==> src/rtl/fixp_mult_pipe.sv <==
// Three-stage signed fixed-point multiplier: two's-complement sample times sign-magnitude coefficient,
// with per-item rounding/saturation modes and a globally stalled valid/ready pipeline.
module fixp_mult_pipe #(
    parameter int N = 16,
    parameter int Q = 14
) (
    input  logic         clk,
    input  logic         rst_n,
    input  logic         in_valid,
    output logic         in_ready,
    input  logic [N-1:0] in_a,
    input  logic [N:0]   in_b,
    input  logic         rnd_en,
    input  logic         sat_en,
    output logic         out_valid,
    input  logic         out_ready,
    output logic [N-1:0] out_p,
    output logic         out_ovf
);

    // Width of the shifted magnitude; one bit wider than P>>Q so the rounding carry survives.
    localparam int MW = 2*N - Q + 1;

    localparam logic [2*N:0]  RND_HALF = (2*N+1)'(1) << (Q-1);
    localparam logic [MW-1:0] POS_LIM  = {{(MW-N+1){1'b0}}, {(N-1){1'b1}}};
    localparam logic [MW-1:0] NEG_LIM  = POS_LIM + MW'(1);
    localparam logic [N-1:0]  SAT_POS  = {1'b0, {(N-1){1'b1}}};
    localparam logic [N-1:0]  SAT_NEG  = {1'b1, {(N-1){1'b0}}};

    logic adv;

    // Stage 1: magnitudes and result sign
    logic         v1_q,   v1_d;
    logic [N-1:0] ma1_q,  ma1_d;
    logic [N-1:0] mb1_q,  mb1_d;
    logic         s1_q,   s1_d;
    logic         rnd1_q, rnd1_d;
    logic         sat1_q, sat1_d;

    // Stage 2: unsigned product
    logic           v2_q,   v2_d;
    logic [2*N-1:0] p2_q,   p2_d;
    logic           s2_q,   s2_d;
    logic           rnd2_q, rnd2_d;
    logic           sat2_q, sat2_d;

    // Stage 3: final result
    logic         v3_q,    v3_d;
    logic [N-1:0] out_p_q, out_p_d;
    logic         ovf_q,   ovf_d;

    logic [2*N:0]  sum3;
    logic [MW-1:0] m3;
    logic [MW-1:0] m3_neg;
    logic [N-1:0]  r3;
    logic          ovf3;
    logic [N-1:0]  res3;

    assign adv      = !v3_q | out_ready;
    assign in_ready = adv;

    assign out_valid = v3_q;
    assign out_p     = out_p_q;
    assign out_ovf   = ovf_q;

    always_comb begin
        sum3   = {1'b0, p2_q} + (rnd2_q ? RND_HALF : '0);
        m3     = sum3[2*N:Q];
        m3_neg = '0 - m3;
        // -0 is 0 in two's complement, so a zero magnitude never yields a negative result
        r3     = s2_q ? m3_neg[N-1:0] : m3[N-1:0];
        ovf3   = s2_q ? (m3 > NEG_LIM) : (m3 > POS_LIM);
        if (ovf3 && sat2_q) begin
            res3 = s2_q ? SAT_NEG : SAT_POS;
        end else begin
            res3 = r3;
        end
    end

    always_comb begin
        v1_d    = v1_q;
        ma1_d   = ma1_q;
        mb1_d   = mb1_q;
        s1_d    = s1_q;
        rnd1_d  = rnd1_q;
        sat1_d  = sat1_q;
        v2_d    = v2_q;
        p2_d    = p2_q;
        s2_d    = s2_q;
        rnd2_d  = rnd2_q;
        sat2_d  = sat2_q;
        v3_d    = v3_q;
        out_p_d = out_p_q;
        ovf_d   = ovf_q;
        if (adv) begin
            v1_d    = in_valid;
            ma1_d   = in_a[N-1] ? ('0 - in_a) : in_a;
            mb1_d   = in_b[N-1:0];
            s1_d    = in_a[N-1] ^ in_b[N];
            rnd1_d  = rnd_en;
            sat1_d  = sat_en;
            v2_d    = v1_q;
            p2_d    = {{N{1'b0}}, ma1_q} * {{N{1'b0}}, mb1_q};
            s2_d    = s1_q;
            rnd2_d  = rnd1_q;
            sat2_d  = sat1_q;
            v3_d    = v2_q;
            out_p_d = res3;
            ovf_d   = ovf3;
        end
    end

    always_ff @(posedge clk or negedge rst_n) begin
        if (!rst_n) begin
            v1_q    <= 1'b0;
            ma1_q   <= '0;
            mb1_q   <= '0;
            s1_q    <= 1'b0;
            rnd1_q  <= 1'b0;
            sat1_q  <= 1'b0;
            v2_q    <= 1'b0;
            p2_q    <= '0;
            s2_q    <= 1'b0;
            rnd2_q  <= 1'b0;
            sat2_q  <= 1'b0;
            v3_q    <= 1'b0;
            out_p_q <= '0;
            ovf_q   <= 1'b0;
        end else begin
            v1_q    <= v1_d;
            ma1_q   <= ma1_d;
            mb1_q   <= mb1_d;
            s1_q    <= s1_d;
            rnd1_q  <= rnd1_d;
            sat1_q  <= sat1_d;
            v2_q    <= v2_d;
            p2_q    <= p2_d;
            s2_q    <= s2_d;
            rnd2_q  <= rnd2_d;
            sat2_q  <= sat2_d;
            v3_q    <= v3_d;
            out_p_q <= out_p_d;
            ovf_q   <= ovf_d;
        end
    end

endmodule

==> config.mk <==
export PLATFORM = sky130hd
export DESIGN_NAME = fixp_mult_pipe
export DESIGN_NICKNAME = d
export VERILOG_FILES = /design/src/rtl/fixp_mult_pipe.sv
export SDC_FILE = /design/constraint.sdc
export NUM_CORES = 1
export LEC_CHECK = 0
export CAP_MARGIN = 0
export CORE_MARGIN = 5
export CORE_UTILIZATION = 60
export DETAILED_ROUTE_END_ITERATION = 10
export DONT_BUFFER_PORTS = 1
export GPL_ROUTABILITY_DRIVEN = 0
export PLACE_DENSITY = 0.87
export SLEW_MARGIN = 20
export SYNTH_ARGS = -nofsm -noshare
export SYNTH_HDL_FRONTEND = slang
export SYNTH_SLANG_ARGS = --single-unit
export TNS_END_PERCENT = 20
==> constraint.sdc <==
create_clock -name clk -period 8.2 [get_ports clk]
set_clock_uncertainty 0.15 [all_clocks]
set_input_delay 1.23 -clock clk [delete_from_list [all_inputs] [get_ports clk]]
set_output_delay 1.23 -clock clk [all_outputs]
set_load 0.02 [all_outputs]
# Word-level counts from Yosys, hierarchy flattened
# Index checks and enable logic that the tools add are counted.
totals:
  elab_cells: 30
  memories: 0
  ff_bits: 90
  ram_bits: 0
  in_bits: 39
  latch_bits: 0
  rom_bits: 0
classes:
  n_lt_le_gt_ge: 2
  addsub: 3
  bitwise: 2
  eq_ne: 0
  n_mux: 6
  mul: 1
  n_shift: 0
  div: 0
  reduce_logical: 2
op_table:
  columns: ["operator", "count"]
  rows:
  - ["2-to-1 mux 16 bit", 4]
  - ["adder 32 x 14 -> 33 bit", 1]
  - ["multiplier 16 x 16 -> 32 bit", 1]
  - ["subtractor 1 x 16 -> 16 bit (first input constant)", 2]
  - ["greater-than comparator 19 x 15 -> 1 bit (second input constant)", 1]
  - ["greater-than comparator 19 x 16 -> 1 bit (second input constant)", 1]
  - ["2-to-1 mux 14 bit", 1]
  - ["logical AND 1 bit", 1]
  - ["logical NOT 1 bit", 1]
  - ["2-to-1 mux 1 bit", 1]
  - ["bitwise OR 1 bit", 1]
  - ["bitwise XOR 1 bit", 1]

# Logic depth before layout (Yosys ltp)
# Gate-level depths: netlist of the first run.
depth:
  word_depth: 6
  ltp_mapped: 23
  depth_no_buf: 22

# Least setup slack after synthesis of the first run
# Ideal clock, no wire load.
synth_timing:
  path_type: "register to register"
  start: "register mb1_q[9]"
  end: "register p2_q[29]"
  stages_incl_launch_ff: 24
  required_time_ns: 7.902
  arrival_time_ns: 5.974
  setup_slack_ns: 1.928
  setup_ns: 0.148
  path_buffers: 2
  cell_sequence: "dfrtp_1 > clkbuf_1 > clkbuf_1 > nand2_1 > fa_1 > inv_1 > fa_1 > inv_1 > fa_1 > inv_1 > fa_1 > fa_1 > inv_1 > fa_1 > inv_1 > ha_1 > and4_1 > nand2_1 > or3_1 > o22a_1 > a31oi_1 > a21o_1 > xnor2_1 > a21oi_1"
synth_via:
  elab_chain_cells: 1
synth_rtl:
  columns: ["item", "line", "source"]
  rows:
  - ["start, declared", "35", "logic [N-1:0] mb1_q, mb1_d;"]
  - ["start signal, assigned", "132", "mb1_q <= mb1_d;"]
  - ["multiplier 16 x 16 -> 32 bit", "103", "p2_d = {{N{1'b0}}, ma1_q} * {{N{1'b0}}, mb1_q};"]
  - ["end signal, assigned", "137", "p2_q <= p2_d;"]
  - ["end, declared", "42", "logic [2*N-1:0] p2_q, p2_d;"]
# No other way between the ends.
# A chain may end at the register's enable or synchronous reset.

# Final worst setup path of the first run
layout_timing:
  start: "register mb1_q[3]"
  end: "register p2_q[21]"
# Same word-level chain as after synthesis.

==> flow_summary_export.csv, run 1 <==
group,metric,value,unit
outcome,status,"completed",
min_path,min_from,"v2_q$_DFFE_PN0P_",
routing,num_vias,9508,
floorplan,design.die.area,0.0234,mm2
synthesis,ys_ff_latch,77,
sta,slew-limit-headroom,44.0,%
global_route,antenna_found_initial,0,
global_route,grt_max_degree,87,
cts,holdBufCountCts,0,
floorplan,die_h,153,um
cts,root_buffer,"clkbuf_16",
layout,area_growth_syn_to_layout,3.21,%
min_path,holdPathStages,2,
worst_setup_path,startpoint_type,"register",
worst_setup_path,path_class,"reg -> reg",
sta,hold_violations,0,
worst_setup_path,worstPathArrival,6.81,ns
cts,post-cts-setup-buffers,0,
global_route,grt_usage,25.6,%
cts,post_cts_resized,0,
synthesis,synth_ff_type,"dfrtp_1",
sta,tightest_slew,0.840,ns
placed_design,hpwl,21.6,mm
synthesis,synth_most_common_cell,"nand2_1",
floorplan,start_util,60.8,%
cts,clkLatencyLatePin,0.36,ns
routing,drtIter0Drc,845,
floorplan,ioPinCount,58,
routing,dr.pass1.iters,6,
synthesis,syn_nets,1735,
cts,cts_tree,"built",
routing,routed_wl,28.1,mm
sta,max_freq,148,MHz
worst_setup_path,r2r_setup_slack,1.43,ns
sta,slew_violations,0,
cts,cts.clk_slew.worst_paths,0.07,ns
synthesis,synth_top_cell_area_share,31.5,%
sta,setup_viol,0,
layout,antenna_cells,0,
min_path,min_path_type,"reg -> reg",
synthesis,synth.avg_cell_area,8.78,um2
worst_setup_path,r2r_cells,19,
worst_setup_path,critical_path.top_delay_family,"adder cells",
placed_design,port_buffers,0,
synthesis,synth_top_area_cell,"fa_1",
routing,drtAntennaViolNets,0,
worst_setup_path,crit_buf_inv,3,
synthesis,async_flop_share,100,%
synthesis,synth_area,0.0123,mm2
cts,cts_max_path_buffers,2,
flow_run,drv_cap,0,
sta,tns,0,ns
synthesis,yosys_warnings,0,
worst_setup_path,slowest_stage,"dfrtp_1",
floorplan,core_area,0.0202,mm2
routing,vias_per_cell,5.86,
floorplan,rows,52,
global_route,grt_pass1_wl,49.3,mm
sta,period_needed,6.77,ns
worst_setup_path,regToRegEndpoint,"p2_q[21]$_DFFE_PN0P_",
layout,drive_gt1_share,3.18,%
cts,cts-buffers-inserted,9,
worst_setup_path,path_common_cell,"fa_1",
min_path,holdPathEnd,"v2_q$_DFFE_PN0P_",
worst_setup_path,path_cells,"nand2_1, fa_1, inv_1, fa_1, ha_1, inv_1, fa_1, fa_1, fa_1, inv_1, ha_1, a21oi_1, a21oi_1, a221oi_1, a2111oi_0, or3_1, a221o_1, xnor2_1, o21ai_0",
cts,h-tree-depth,3,
synthesis,synthCells,1398,
routing,drt_drc_violations_left,0,
layout,nets,1685,
routing,routedWlPerCell,17.3,um
worst_setup_path,required,8.24,ns
worst_setup_path,cp-end-kind,"register",
floorplan,die_w,153,um
synthesis,synth_cell_types,74,
sta,period_share,82.6,%
synthesis,yosys-top-cells-area,"fa_1 (31%), dfrtp_1 (16%), ha_1 (11%)",
worst_setup_path,rr_startpoint,"mb1_q[3]$_DFFE_PN0P_",
worst_setup_path,slowest_delay,0.70,ns
worst_setup_path,crit_path_max_fanout,17,
synthesis,synth-edff-count,0,
global_route,grt-ovfl-total,0,
cts,cts_sinks,77,
synthesis,synth_common_cells,"nand2_1 (273), inv_1 (228), fa_1 (193)",
global_route,grt_pass1_vias,10443,
synthesis,synth_seq_area_share,15.7,%
sta,rsz0062_at_grt,"no",
==> layout make-up <==
type	instances	area, um2
clock buffers	10	239
clock inverters	6	46.3
fillers	1597	7510
inverters	229	860
multi-input cells	1029	9240
flip-flops and latches	77	1930
well taps	270	338
repair buffers	2	15.0
==> tightest hold or removal path, delay by kind of cell, from the launching register on <==
| kind | cells | cell delay (ns) |
|---|---|---|
| flops | 1 | 0.35 |
| simple gates | 2 | 0.10 |
==> cell usage in the layout (no fill, tap or decap), drive strengths merged, types with 6 or more instances in the layout <==
master,netlist,routed
nand2,273,273
inv,229,230
fa,193,193
and2,117,117
ha,105,105
dfrtp,77,77
o21ai,46,46
nor2,41,41
a21oi,41,41
xnor2,34,34
xor2,21,21
nand3,20,20
nor3,13,13
nand4,10,10
clkbuf,57,10
a211oi,9,9
or3,8,8
o31ai,8,8
nand2b,6,6
and3,6,6
==> per-layer routing <==
layer	part of all wire, %	global-route usage [%]
met4	3.6	9.46
met1	38	32.9
met3	8.3	4.18
met5	0	0
met2	50	44.1
==> worst max path at each step <==
stage | depth (start not counted) | slack (ns) | endpoint | from
2_1_floorplan | 23 | 1.93 | p2_q[29]$_DFFE_PN0P_ | mb1_q[9]$_DFFE_PN0P_
3_3_place_gp | 21 | 1.62 | p2_q[29]$_DFFE_PN0P_ | mb1_q[9]$_DFFE_PN0P_
3_5_place_dp | 19 | 1.43 | p2_q[21]$_DFFE_PN0P_ | mb1_q[3]$_DFFE_PN0P_
4_1_cts | 19 | 1.41 | p2_q[21]$_DFFE_PN0P_ | mb1_q[3]$_DFFE_PN0P_
5_1_grt | 19 | 0.99 | p2_q[21]$_DFFE_PN0P_ | mb1_q[3]$_DFFE_PN0P_
6_report | 19 | 1.43 | p2_q[21]$_DFFE_PN0P_ | mb1_q[3]$_DFFE_PN0P_
==> sequential cells by signal (all words and copies together) (netlist names) <==
register	flops
ma1_q	16
mb1_q	16
out_ovf	1
out_p	16
out_valid	1
p2_q	19
rnd1_q	1
rnd2_q	1
s1_q	1
s2_q	1
sat1_q	1
sat2_q	1
v1_q	1
v2_q	1
==> cells by family (layout without fill, tap and decap cells) <==
kind of cell	after synthesis	count (layout)	share of synthesized area [%]
buf+inv	292	247	9.06
simple gates	519	519	20.3
fa+ha+maj	298	298	42.2
compound gates	152	152	8.12
flops	77	77	15.7
xor+xnor	55	55	4.14
mux	5	5	0.428
==> metrics by stage <==
stage               hold WS, ns  setup slack (ns)  utilization [%]  std cells  cell area, um2
detailed placement        0.314              1.43             61.4       1607           12400
CTS                       0.330              1.41             62.8       1623           12700
global placement          0.301              1.62             61.4       1607           12400
floorplan                 0.280              1.93                -       1398           12300
finish                    0.330              1.43             62.8       1623           12700
global route              0.376             0.992             62.8       1623           12700
Power of run 1 is left out: the tool's default activity adds up to more than one toggle a clock period on the data nets, which glitch-free logic cannot reach.
==> run 2: changes to the inputs <==
--- a/config.mk
+++ b/config.mk
@@ -11,7 +11,7 @@
 export DETAILED_ROUTE_END_ITERATION = 10
 export DONT_BUFFER_PORTS = 1
 export GPL_ROUTABILITY_DRIVEN = 0
-export PLACE_DENSITY = 0.87
+export PLACE_DENSITY = 0.9
 export SLEW_MARGIN = 20
 export SYNTH_ARGS = -nofsm -noshare
 export SYNTH_HDL_FRONTEND = slang
==> constraint.sdc (replaced) <==
create_clock -name clk -period 6.05 [get_ports clk]
set_clock_uncertainty 0.15 [all_clocks]
set_input_delay 0.9075 -clock clk [delete_from_list [all_inputs] [get_ports clk]]
set_output_delay 0.9075 -clock clk [all_outputs]
set_load 0.02 [all_outputs]
==> flow_summary_export.csv, run 2 (synthesis gave the netlist of run 1 again) <==
group,metric,value,unit
sta,period_needed,6.28,ns
floorplan,die_w,153,um
routing,drt_drc_violations_left,0,
layout,seqCellArea,0.00196,mm2
worst_setup_path,startpoint_type,"register",
routing,dr.pass1.iters,6,
layout,fin_cells,1742,
sta,timing.final.ws_setup,-0.234,ns
cts,cts_tree,"built",
routing,wl_met2,17.7,mm
worst_setup_path,cp-end-kind,"register",
worst_setup_path,critical_path.top_delay_family,"adder cells",
routing,wl_met1,12.2,mm
sta,setup_viol,9,
worst_setup_path,worstPathArrival,6.35,ns
global_route,grt_pass1_vias,11420,
routing,vias_per_cell,6.19,
layout,layout_commonest_cell,"nand2_1",
floorplan,die_h,153,um
global_route,grt-ovfl-total,0,
layout,final_cell_mix,"nand2_1 (269), inv_1 (218), fa_1 (188)",
sta,slew_violations,0,
layout,largest_register_ffs,19,
worst_setup_path,crit_path_max_fanout,4,
layout,multiInputGateArea,0.00955,mm2
flow_run,drv_cap,0,
layout,regMostFlops,"p2_q",
sta,tightest_slew,1.06,ns
cts,cts_max_path_buffers,2,
placed_design,hpwl,24.0,mm
floorplan,rows,52,
sta,max_freq,159,MHz
worst_setup_path,path_cells,"buf_4, and2_1, fa_1, fa_1, fa_1, fa_1, fa_1, inv_1, fa_1, inv_2, ha_4, and4_4, nand2_2, or3_4, o22a_4, a31oi_4, a31oi_1, xnor2_1, a21oi_1",
sta,hold_violations,0,
cts,cts_sinks,77,
floorplan,start_util,60.8,%
cts,cts-buffers-inserted,9,
worst_setup_path,required,6.11,ns
global_route,grt_max_degree,78,
worst_setup_path,slowest_delay,0.64,ns
routing,drtIter0Drc,1221,
floorplan,ioPinCount,58,
cts,root_buffer,"clkbuf_16",
cts,holdBufCountCts,0,
worst_setup_path,path_common_cell,"fa_1",
layout,area_growth_syn_to_layout,14.2,%
sta,rsz0062_at_grt,"yes",
worst_setup_path,crit_buf_inv,3,
routing,top_layer,"met5",
sta,slew-limit-headroom,29.3,%
layout,drive_gt1_share,16.3,%
worst_setup_path,slowest_stage,"fa_1",
floorplan,design.die.area,0.0234,mm2
min_path,min_path_type,"in -> async",
outcome,status,"complete, but fails checks",
cts,cts.clk_slew.worst_paths,0.07,ns
layout,antenna_cells,0,
placed_design,place_inst,1695,
worst_setup_path,path_class,"reg -> reg",
floorplan,core_area,0.0202,mm2
routing,routedWlPerCell,20.8,um
layout,nets,1804,
placed_design,place_area,0.0131,mm2
routing,routed_wl,36.2,mm
layout,fin_area,0.0140,mm2
layout,fillers,1268,
routing,num_vias,10786,
cts,clkLatencyLatePin,0.36,ns
sta,period_share,104,%
outcome,violations,"setup timing",
placed_design,port_buffers,0,
global_route,antenna_found_initial,1,
cts,h-tree-depth,3,
global_route,grt_pass1_wl,54.5,mm
routing,met3WireLength,3.50,mm
global_route,grt_usage,28.5,%
routing,drtAntennaViolNets,0,
## run 2: cell types whose count changed in the layout (fill, tap and decap cells not counted), sizes merged
cell,delta
clkinv,-1
bufinv,+1
clkinvlp,-1
buf,+119
inv,+1
## run 2: final cells by class
type / count / share of cell area, %
clock buffers: 10 / 1.71
clock inverters: 6 / 0.491
inverters: 229 / 6.13
multi-input cells: 1029 / 68.1
flip-flops and latches: 77 / 14.0
well taps: 270 / 2.41
repair buffers: 121 / 7.15
## run 2: final timing paths
check,cells past startpoint,slack (ns),start,endpoint
max in group asynchronous,0,5.51,rst_n,ma1_q[5]$_DFFE_PN0P_
min in group clk,2,0.33,sat1_q$_DFFE_PN0P_,sat1_q$_DFFE_PN0P_
worst max register to register,19,-0.23,ma1_q[1]$_DFFE_PN0P_,p2_q[31]$_DFFE_PN0P_
worst max-delay path,19,-0.23,ma1_q[1]$_DFFE_PN0P_,p2_q[31]$_DFFE_PN0P_
worst min register to register,2,0.33,sat1_q$_DFFE_PN0P_,sat1_q$_DFFE_PN0P_
worst min-delay path,0,0.09,rst_n,out_p[5]$_DFFE_PN0P_
## run 2: per-stage QoR
| stage | utilization [%] | hold WS, ns | TNS [ns] | worst slack, ns |
|---|---|---|---|---|
| 5_1_grt | 69.5 | 0.0792 | -3.90 | -0.429 |
| 3_3_place_gp | 64.7 | 0.295 | -0.409 | -0.129 |
| 3_5_place_dp | 64.7 | 0.306 | -2.27 | -0.387 |
| 2_1_floorplan | - | 0.280 | 0 | 0.00769 |
| 6_report | 69.5 | 0.0868 | -1.15 | -0.234 |
| 4_1_cts | 67.6 | 0.0913 | 0 | 0.000508 |
## run 2: metal layers
metal  up-vias  GRT usage (%)
li1       4512              -
met1      5246           33.1
met2       777           49.6
met3       249           5.40
met4         2           16.0
met5         -              0
## run 2: repair_timing
| action | 4_1_cts | 5_1_grt |
|---|---|---|
| gates resized for setup | 41 | 61 |
| setup endpoints to repair | 13 | 15 |
| buffers inserted | 8 | 23 |
| pin swaps | 33 | 65 |
Power of run 2 is left out for the same reason.
